$ cat src/rtl/ps2_pkg.sv
// Shared PS/2 definitions: host transmitter states, default timing and common commands.
package ps2_pkg;

    typedef enum logic [2:0] {
        IDLE,
        INHIBIT,
        REQ,
        SEND,
        ACK,
        WAIT_IDLE
    } state_t;

    localparam int unsigned INHIBIT_CYCLES_DEF = 3200;
    localparam int unsigned TIMEOUT_CYCLES_DEF = 480000;
    localparam int unsigned FILTER_LEN_DEF     = 4;

    localparam logic [7:0] CMD_SET_LEDS = 8'hED;
    localparam logic [7:0] CMD_ENABLE   = 8'hF4;
    localparam logic [7:0] CMD_RESET    = 8'hFF;

    // Odd parity over the data byte plus the parity bit itself.
    function automatic logic odd_parity(input logic [7:0] data);
        return ~^data;
    endfunction

endpackage

$ cat src/rtl/ps2_line_filter.sv
// Synchronises one raw PS/2 line, accepts a level after FILTER_LEN equal samples,
// and strobes fall for one cycle when the accepted level goes 1 -> 0.
module ps2_line_filter #(
    parameter int unsigned FILTER_LEN = 4
) (
    input  logic clk,
    input  logic reset,
    input  logic pin,
    output logic level,
    output logic fall
);

    logic                  sync1;
    logic                  sync2;
    logic [FILTER_LEN-2:0] hist;
    logic [FILTER_LEN-1:0] window;

    always_comb begin
        window = {hist, sync2};
    end

    always_ff @(posedge clk or posedge reset) begin
        if (reset) begin
            sync1 <= 1'b1;
            sync2 <= 1'b1;
            hist  <= '1;
            level <= 1'b1;
            fall  <= 1'b0;
        end else begin
            sync1 <= pin;
            sync2 <= sync1;
            hist  <= window[FILTER_LEN-2:0];
            fall  <= 1'b0;
            if (window == '0 && level) begin
                level <= 1'b0;
                fall  <= 1'b1;
            end else if (window == '1) begin
                level <= 1'b1;
            end
        end
    end

endmodule

$ cat src/rtl/ps2_host_tx.sv
// Host-to-device PS/2 transmitter: inhibit, request-to-send, 11-bit clocked frame
// from the device, ack check, with a watchdog between device clock edges.
module ps2_host_tx
    import ps2_pkg::*;
#(
    parameter int unsigned INHIBIT_CYCLES = INHIBIT_CYCLES_DEF,
    parameter int unsigned TIMEOUT_CYCLES = TIMEOUT_CYCLES_DEF,
    parameter int unsigned FILTER_LEN     = FILTER_LEN_DEF
) (
    input  logic       clk,
    input  logic       reset,
    input  logic       tx_valid,
    input  logic [7:0] tx_data,
    output logic       tx_ready,
    input  logic       ps2_clk_i,
    input  logic       ps2_data_i,
    output logic       ps2_clk_oe,
    output logic       ps2_data_oe,
    output logic       busy,
    output logic       done,
    output logic       error
);

    localparam int unsigned CNT_MAX = (INHIBIT_CYCLES > TIMEOUT_CYCLES) ? INHIBIT_CYCLES : TIMEOUT_CYCLES;
    localparam int unsigned CNT_W   = $clog2(CNT_MAX + 1);
    localparam logic [CNT_W-1:0] INH_LAST = CNT_W'(INHIBIT_CYCLES - 1);
    localparam logic [CNT_W-1:0] TO_LAST  = CNT_W'(TIMEOUT_CYCLES - 1);

    state_t           state;
    logic [8:0]       shift;
    logic [3:0]       bitcnt;
    logic [CNT_W-1:0] cnt;

    logic clk_level;
    logic clk_fall;
    logic data_level;
    logic data_fall_unused;

    ps2_line_filter #(.FILTER_LEN(FILTER_LEN)) u_clk_filter (
        .clk   (clk),
        .reset (reset),
        .pin   (ps2_clk_i),
        .level (clk_level),
        .fall  (clk_fall)
    );

    ps2_line_filter #(.FILTER_LEN(FILTER_LEN)) u_data_filter (
        .clk   (clk),
        .reset (reset),
        .pin   (ps2_data_i),
        .level (data_level),
        .fall  (data_fall_unused)
    );

    always_ff @(posedge clk or posedge reset) begin
        if (reset) begin
            state       <= IDLE;
            shift       <= '0;
            bitcnt      <= '0;
            cnt         <= '0;
            tx_ready    <= 1'b1;
            busy        <= 1'b0;
            ps2_clk_oe  <= 1'b0;
            ps2_data_oe <= 1'b0;
            done        <= 1'b0;
            error       <= 1'b0;
        end else begin
            done  <= 1'b0;
            error <= 1'b0;
            case (state)
                IDLE: begin
                    tx_ready    <= 1'b1;
                    busy        <= 1'b0;
                    ps2_clk_oe  <= 1'b0;
                    ps2_data_oe <= 1'b0;
                    if (tx_valid && tx_ready) begin
                        shift      <= {odd_parity(tx_data), tx_data};
                        bitcnt     <= '0;
                        cnt        <= '0;
                        tx_ready   <= 1'b0;
                        busy       <= 1'b1;
                        ps2_clk_oe <= 1'b1;
                        state      <= INHIBIT;
                    end
                end
                INHIBIT: begin
                    if (cnt == INH_LAST) begin
                        cnt         <= '0;
                        ps2_data_oe <= 1'b1;
                        state       <= REQ;
                    end else begin
                        cnt <= cnt + CNT_W'(1);
                    end
                end
                REQ: begin
                    ps2_clk_oe <= 1'b0;
                    cnt        <= '0;
                    state      <= SEND;
                end
                SEND: begin
                    if (clk_fall) begin
                        bitcnt <= bitcnt + 4'd1;
                        if (bitcnt == 4'd9) begin
                            ps2_data_oe <= 1'b0;
                            state       <= ACK;
                        end else begin
                            ps2_data_oe <= ~shift[0];
                            shift       <= {1'b0, shift[8:1]};
                        end
                    end
                end
                ACK: begin
                    if (clk_fall) begin
                        if (!data_level) begin
                            state <= WAIT_IDLE;
                        end else begin
                            error    <= 1'b1;
                            tx_ready <= 1'b1;
                            busy     <= 1'b0;
                            state    <= IDLE;
                        end
                    end
                end
                WAIT_IDLE: begin
                    if (clk_level && data_level) begin
                        done     <= 1'b1;
                        tx_ready <= 1'b1;
                        busy     <= 1'b0;
                        state    <= IDLE;
                    end
                end
                default: state <= IDLE;
            endcase

            // Watchdog for the device-clocked states; placed last so an abort overrides done.
            if (state inside {SEND, ACK, WAIT_IDLE}) begin
                if (clk_fall) begin
                    cnt <= '0;
                end else if (cnt == TO_LAST) begin
                    ps2_clk_oe  <= 1'b0;
                    ps2_data_oe <= 1'b0;
                    done        <= 1'b0;
                    error       <= 1'b1;
                    tx_ready    <= 1'b1;
                    busy        <= 1'b0;
                    state       <= IDLE;
                end else begin
                    cnt <= cnt + CNT_W'(1);
                end
            end
        end
    end

endmodule

$ cat config.mk
export PLATFORM = sky130hd
export DESIGN_NAME = ps2_host_tx
export DESIGN_NICKNAME = d
export VERILOG_FILES = /design/src/rtl/ps2_pkg.sv /design/src/rtl/ps2_line_filter.sv /design/src/rtl/ps2_host_tx.sv
export SDC_FILE = /design/constraint.sdc
export NUM_CORES = 1
export LEC_CHECK = 0
export ABC_AREA = 0
export CAP_MARGIN = 20
export CORE_MARGIN = 2
export CORE_UTILIZATION = 35
export CTS_CLUSTER_SIZE = 30
export DETAILED_ROUTE_END_ITERATION = 10
export GPL_TIMING_DRIVEN = 0
export MAX_ROUTING_LAYER = met4
export SLEW_MARGIN = 25
export SYNTH_ARGS = -nofsm -noshare
export SYNTH_HDL_FRONTEND = slang
export SYNTH_SLANG_ARGS = --single-unit
$ cat constraint.sdc
create_clock -name clk -period 6.4 [get_ports clk]
set_input_delay 1.28 -clock clk [delete_from_list [all_inputs] [get_ports clk]]
set_output_delay 1.28 -clock clk [all_outputs]
set_load 0.01 [all_outputs]
==> impl_metrics.json, run 1 <==
{
  "startpoint": "tx_valid",
  "cts_tree": "done",
  "whs_path_depth": 0,
  "rsz0062_at_grt": "no",
  "drtPass1Iterations": 4,
  "cts_sinks": 54,
  "syn_nets": 354,
  "cp-end-kind": "flip-flop",
  "async_flop_share_pct": 100,
  "clkSlewWorstSetupHoldPaths_ns": 0.10,
  "synth-simple-area-share_pct": 23.0,
  "gr-usage-met2_pct": 27.0,
  "port_buffers": 18,
  "slew_headroom_pct": 45.1,
  "post_cts_resized": 0,
  "synth-edff-count": 0,
  "ys_ff_latch": 54,
  "dp_hpwl_um": 5480,
  "dieArea_mm2": 0.00965,
  "netlist_top_cells_area": "dfrtp_1, dfstp_2, nand2_1",
  "setup_violations": 0,
  "syn_area_mm2": 0.00311,
  "grt_pass1_wl_um": 13000,
  "clock_latency_ns": 0.33,
  "final_antenna_net_count": 0,
  "r2r_start": "cnt[0]$_DFF_PP0_",
  "synth_xor_area_share_pct": 3.38,
  "max_stage_delay_ns": 0.44,
  "yosysSeqAreaShare_pct": 44.0,
  "arrival_ns": 3.18,
  "coreArea_mm2": 0.00868,
  "diodes": 0,
  "htree_levels": 2,
  "leakage_nw": 1.35,
  "top_usage_layer": "met2",
  "grt.met3_usage_pct": 2.72,
  "crit_fanout": 8,
  "numCtsBuffers": 5,
  "finalWeightedCongestion": 0.882,
  "die_h_um": 98.3,
  "syn-instance-count": 338,
  "drt-total-wl_um": 7710,
  "avgRoutedWirePerCell_um": 16.3,
  "max-cap-violations": 0,
  "drc": 0,
  "grt_pass1_vias": 2689,
  "hold_violations": 0,
  "gr-usage-met1_pct": 22.3,
  "powerDensity_mw_per_mm2": 173,
  "antenna_found_initial": 0,
  "synth-compound-area-share_pct": 23.4,
  "fin_skew_ns": 0.00803,
  "synth.distinct_cells": 63,
  "combPwrFrac_pct": 4.9,
  "via_per_inst": 5.69,
  "ir_drop_mv": 0.111,
  "internal_power_mw": 0.468,
  "synthFlopType": "dfrtp_1",
  "path_cells": "clkdlybuf4s50_1 -> a211oi_1 -> a211o_1 -> nor2b_1 -> buf_1 -> o2111ai_1 -> o22ai_1",
  "synth_top_family_by_area": "compound AO/OA/AOI/OAI gates",
  "cts_root_buf": "clkbuf_8",
  "area_growth_syn_to_layout_pct": 14.7,
  "hold_start": "u_clk_filter.sync1$_DFF_PP1_",
  "critPathKind": "input port to flip-flop",
  "avgSynthCellArea_um2": 9.20,
  "min_period_over_period_pct": 45.7,
  "power_mw": 0.616,
  "grt_usage_pct": 16.9,
  "vias": 2692,
  "die_w_um": 98.3,
  "multi_input_area_mm2": 0.00160,
  "reg2reg_depth": 7,
  "grt_overflow_total": 0,
  "clock_path_buffers": 2,
  "status": "completed",
  "start_util_pct": 35.8,
  "maxClockFrequency_mhz": 342,
  "start_kind": "input port",
  "synth_mux_area_share_pct": 0.362,
  "cts_post_setup_buffers_inserted": 0,
  "grt_max_degree": 46,
  "final_max_slew_viol_count": 0,
  "cp_slowest_cell": "clkdlybuf4s50_1",
  "holdCritPathClass": "flip-flop to flip-flop",
  "io_pins": 19,
  "yosysTopAreaCell": "dfrtp_1",
  "drive_gt1_share_pct": 13.2,
  "tightest_slew_ns": 0.824,
  "synth_top_area_share_pct": 33.0,
  "synthAdderAreaFrac_pct": 1.21,
  "final_nets": 380,
  "pwr-share-clk_pct": 38.0,
  "worst_ep_required_time_ns": 6.66,
  "drt_iter0_markers": 106,
  "seq_area_mm2": 0.00137,
  "ctsHoldBuffers": 0,
  "fillers": 889,
  "fin_setup_tns_ns": 0,
  "p_sw_share_pct": 24.0,
  "rows": 34,
  "power_frac_seq_pct": 57.2,
  "p_switching_mw": 0.148,
  "period_needed_ns": 2.93,
  "ys_warn_count": 0
}
[power by group through the flow]
stage                     Sequential, mW  Combinational [mW]  Clock [mW]
after global routing               0.353              0.0335       0.249
after global placement             0.358              0.0281           0
after CTS                          0.352              0.0309       0.240
after floorplan                    0.357              0.0163           0
after detailed placement           0.358              0.0307           0
final                              0.352              0.0299       0.234
[cells in the mapped netlist (3+ instances only)]
cell type	n
dfstp_2	13
nand2_1	39
xor2_1	4
a211oi_1	8
o21bai_1	3
nor2b_1	5
o2111ai_1	4
o21ai_0	25
o211ai_1	7
buf_2	6
a21oi_1	18
a221oi_2	5
nor2_1	27
and3_1	3
nand4b_1	3
ha_1	3
xnor2_1	8
a31oi_1	10
dfrtp_1	41
nor4_1	3
nor3_1	9
and3b_1	3
inv_1	14
nand3_1	9
nand4_1	7
clkbuf_1	8
[layer usage]
| metal | routed length [um] | up-vias |
|---|---|---|
| li1 | - | 1302 |
| met1 | 3650 | 1334 |
| met2 | 3770 | 47 |
| met3 | 191 | 9 |
| met4 | 91 | 0 |
| met5 | 0 | - |
[critical path: cells and delay by family]
kind	cells	cell delay (ns)
AO/OA/AOI/OAI	4	0.91
buffers and inverters	2	0.83
AND/OR/NAND/NOR	1	0.17
[per-stage QoR]
stage	std cells	hold WS (ns)	instance area (um2)	worst slack, ns	utilization [%]
floorplan	338	0.345	3110	3.83	-
global placement	464	0.346	3420	2.70	39.5
detailed placement	465	0.350	3450	3.15	39.8
CTS	473	0.365	3570	3.49	41.1
global route	473	0.367	3570	3.34	41.1
finish	473	0.363	3570	3.47	41.1
[state kept, by name, summed over array words and instances, names as in the netlist, 3 cells and up]
name and count:
u_data_filter.hist 3, cnt 19, state 3, bitcnt 4, u_clk_filter.hist 3, shift 9
[cells in the final DEF (no fill, tap or decap), types with 8 or more instances in the layout]
master	Yosys	routed
a21oi_1	18	18
inv_1	14	13
nand2_1	39	39
a211oi_1	8	8
nor3_1	9	9
nand3_1	9	9
dfstp_2	13	13
clkdlybuf4s50_1	0	18
a31oi_1	10	10
dfrtp_1	41	41
nor2_1	27	27
o21ai_0	25	25
clkbuf_1	8	8
xnor2_1	8	8
[logic make-up (layout without fill, tap and decap cells)]
group / Yosys count / in the layout
and+or+nand+nor: 131 / 131
AOI/OAI and AO/OA: 104 / 104
adders and majority gates: 3 / 3
muxes: 1 / 1
buffers and inverters: 33 / 60
xor gates and xnor gates: 12 / 12
DFF: 54 / 54
[worst paths after layout]
check / endpoint / slack, ns
worst max-delay path: cnt[17]$_DFF_PP0_ / 3.47
worst min-delay path: u_clk_filter.sync2$_DFF_PP1_ / 0.36
worst max register to register: cnt[16]$_DFF_PP0_ / 3.93
worst min register to register: u_clk_filter.sync2$_DFF_PP1_ / 0.36
max in group asynchronous: u_data_filter.hist[1]$_DFF_PP1_ / 4.69
min in group asynchronous: cnt[1]$_DFF_PP0_ / 1.18
[area by class of cell]
| type | count | area share (%) |
|---|---|---|
| Buffer | 19 | 2.56 |
| Clock buffer | 6 | 2.63 |
| Clock inverter | 2 | 0.491 |
| Inverter | 14 | 1.54 |
| Multi-Input combinational cell | 251 | 44.8 |
| Sequential cell | 54 | 38.4 |
| Tap cell | 108 | 3.79 |
| Timing Repair Buffer | 19 | 5.82 |
Power figures use the tool's default switching activity.
==> inputs of run 2 (changes only) <==
- clock period: 6.4 -> 3 ns (I/O delays scaled with it)
==> results of run 2 <==
The final DEF is identical to that of run 1. Status: completed.
Main changes from that run: setup slack after placement 3.15 ns -> 0.433 ns; clock-pin slew on the worst setup and hold paths 0.10 ns -> 0.11 ns; setup slack after layout 3.47 ns -> 0.526 ns; start point of the critical path tx_valid -> cnt[0]$_DFF_PP0_; end point of the critical path cnt[17]$_DFF_PP0_ -> cnt[16]$_DFF_PP0_; register-to-register setup slack 3.93 ns -> 0.53 ns; total power 0.616 mW -> 1.31 mW; worst IR drop on VDD 0.111 mV -> 0.237 mV
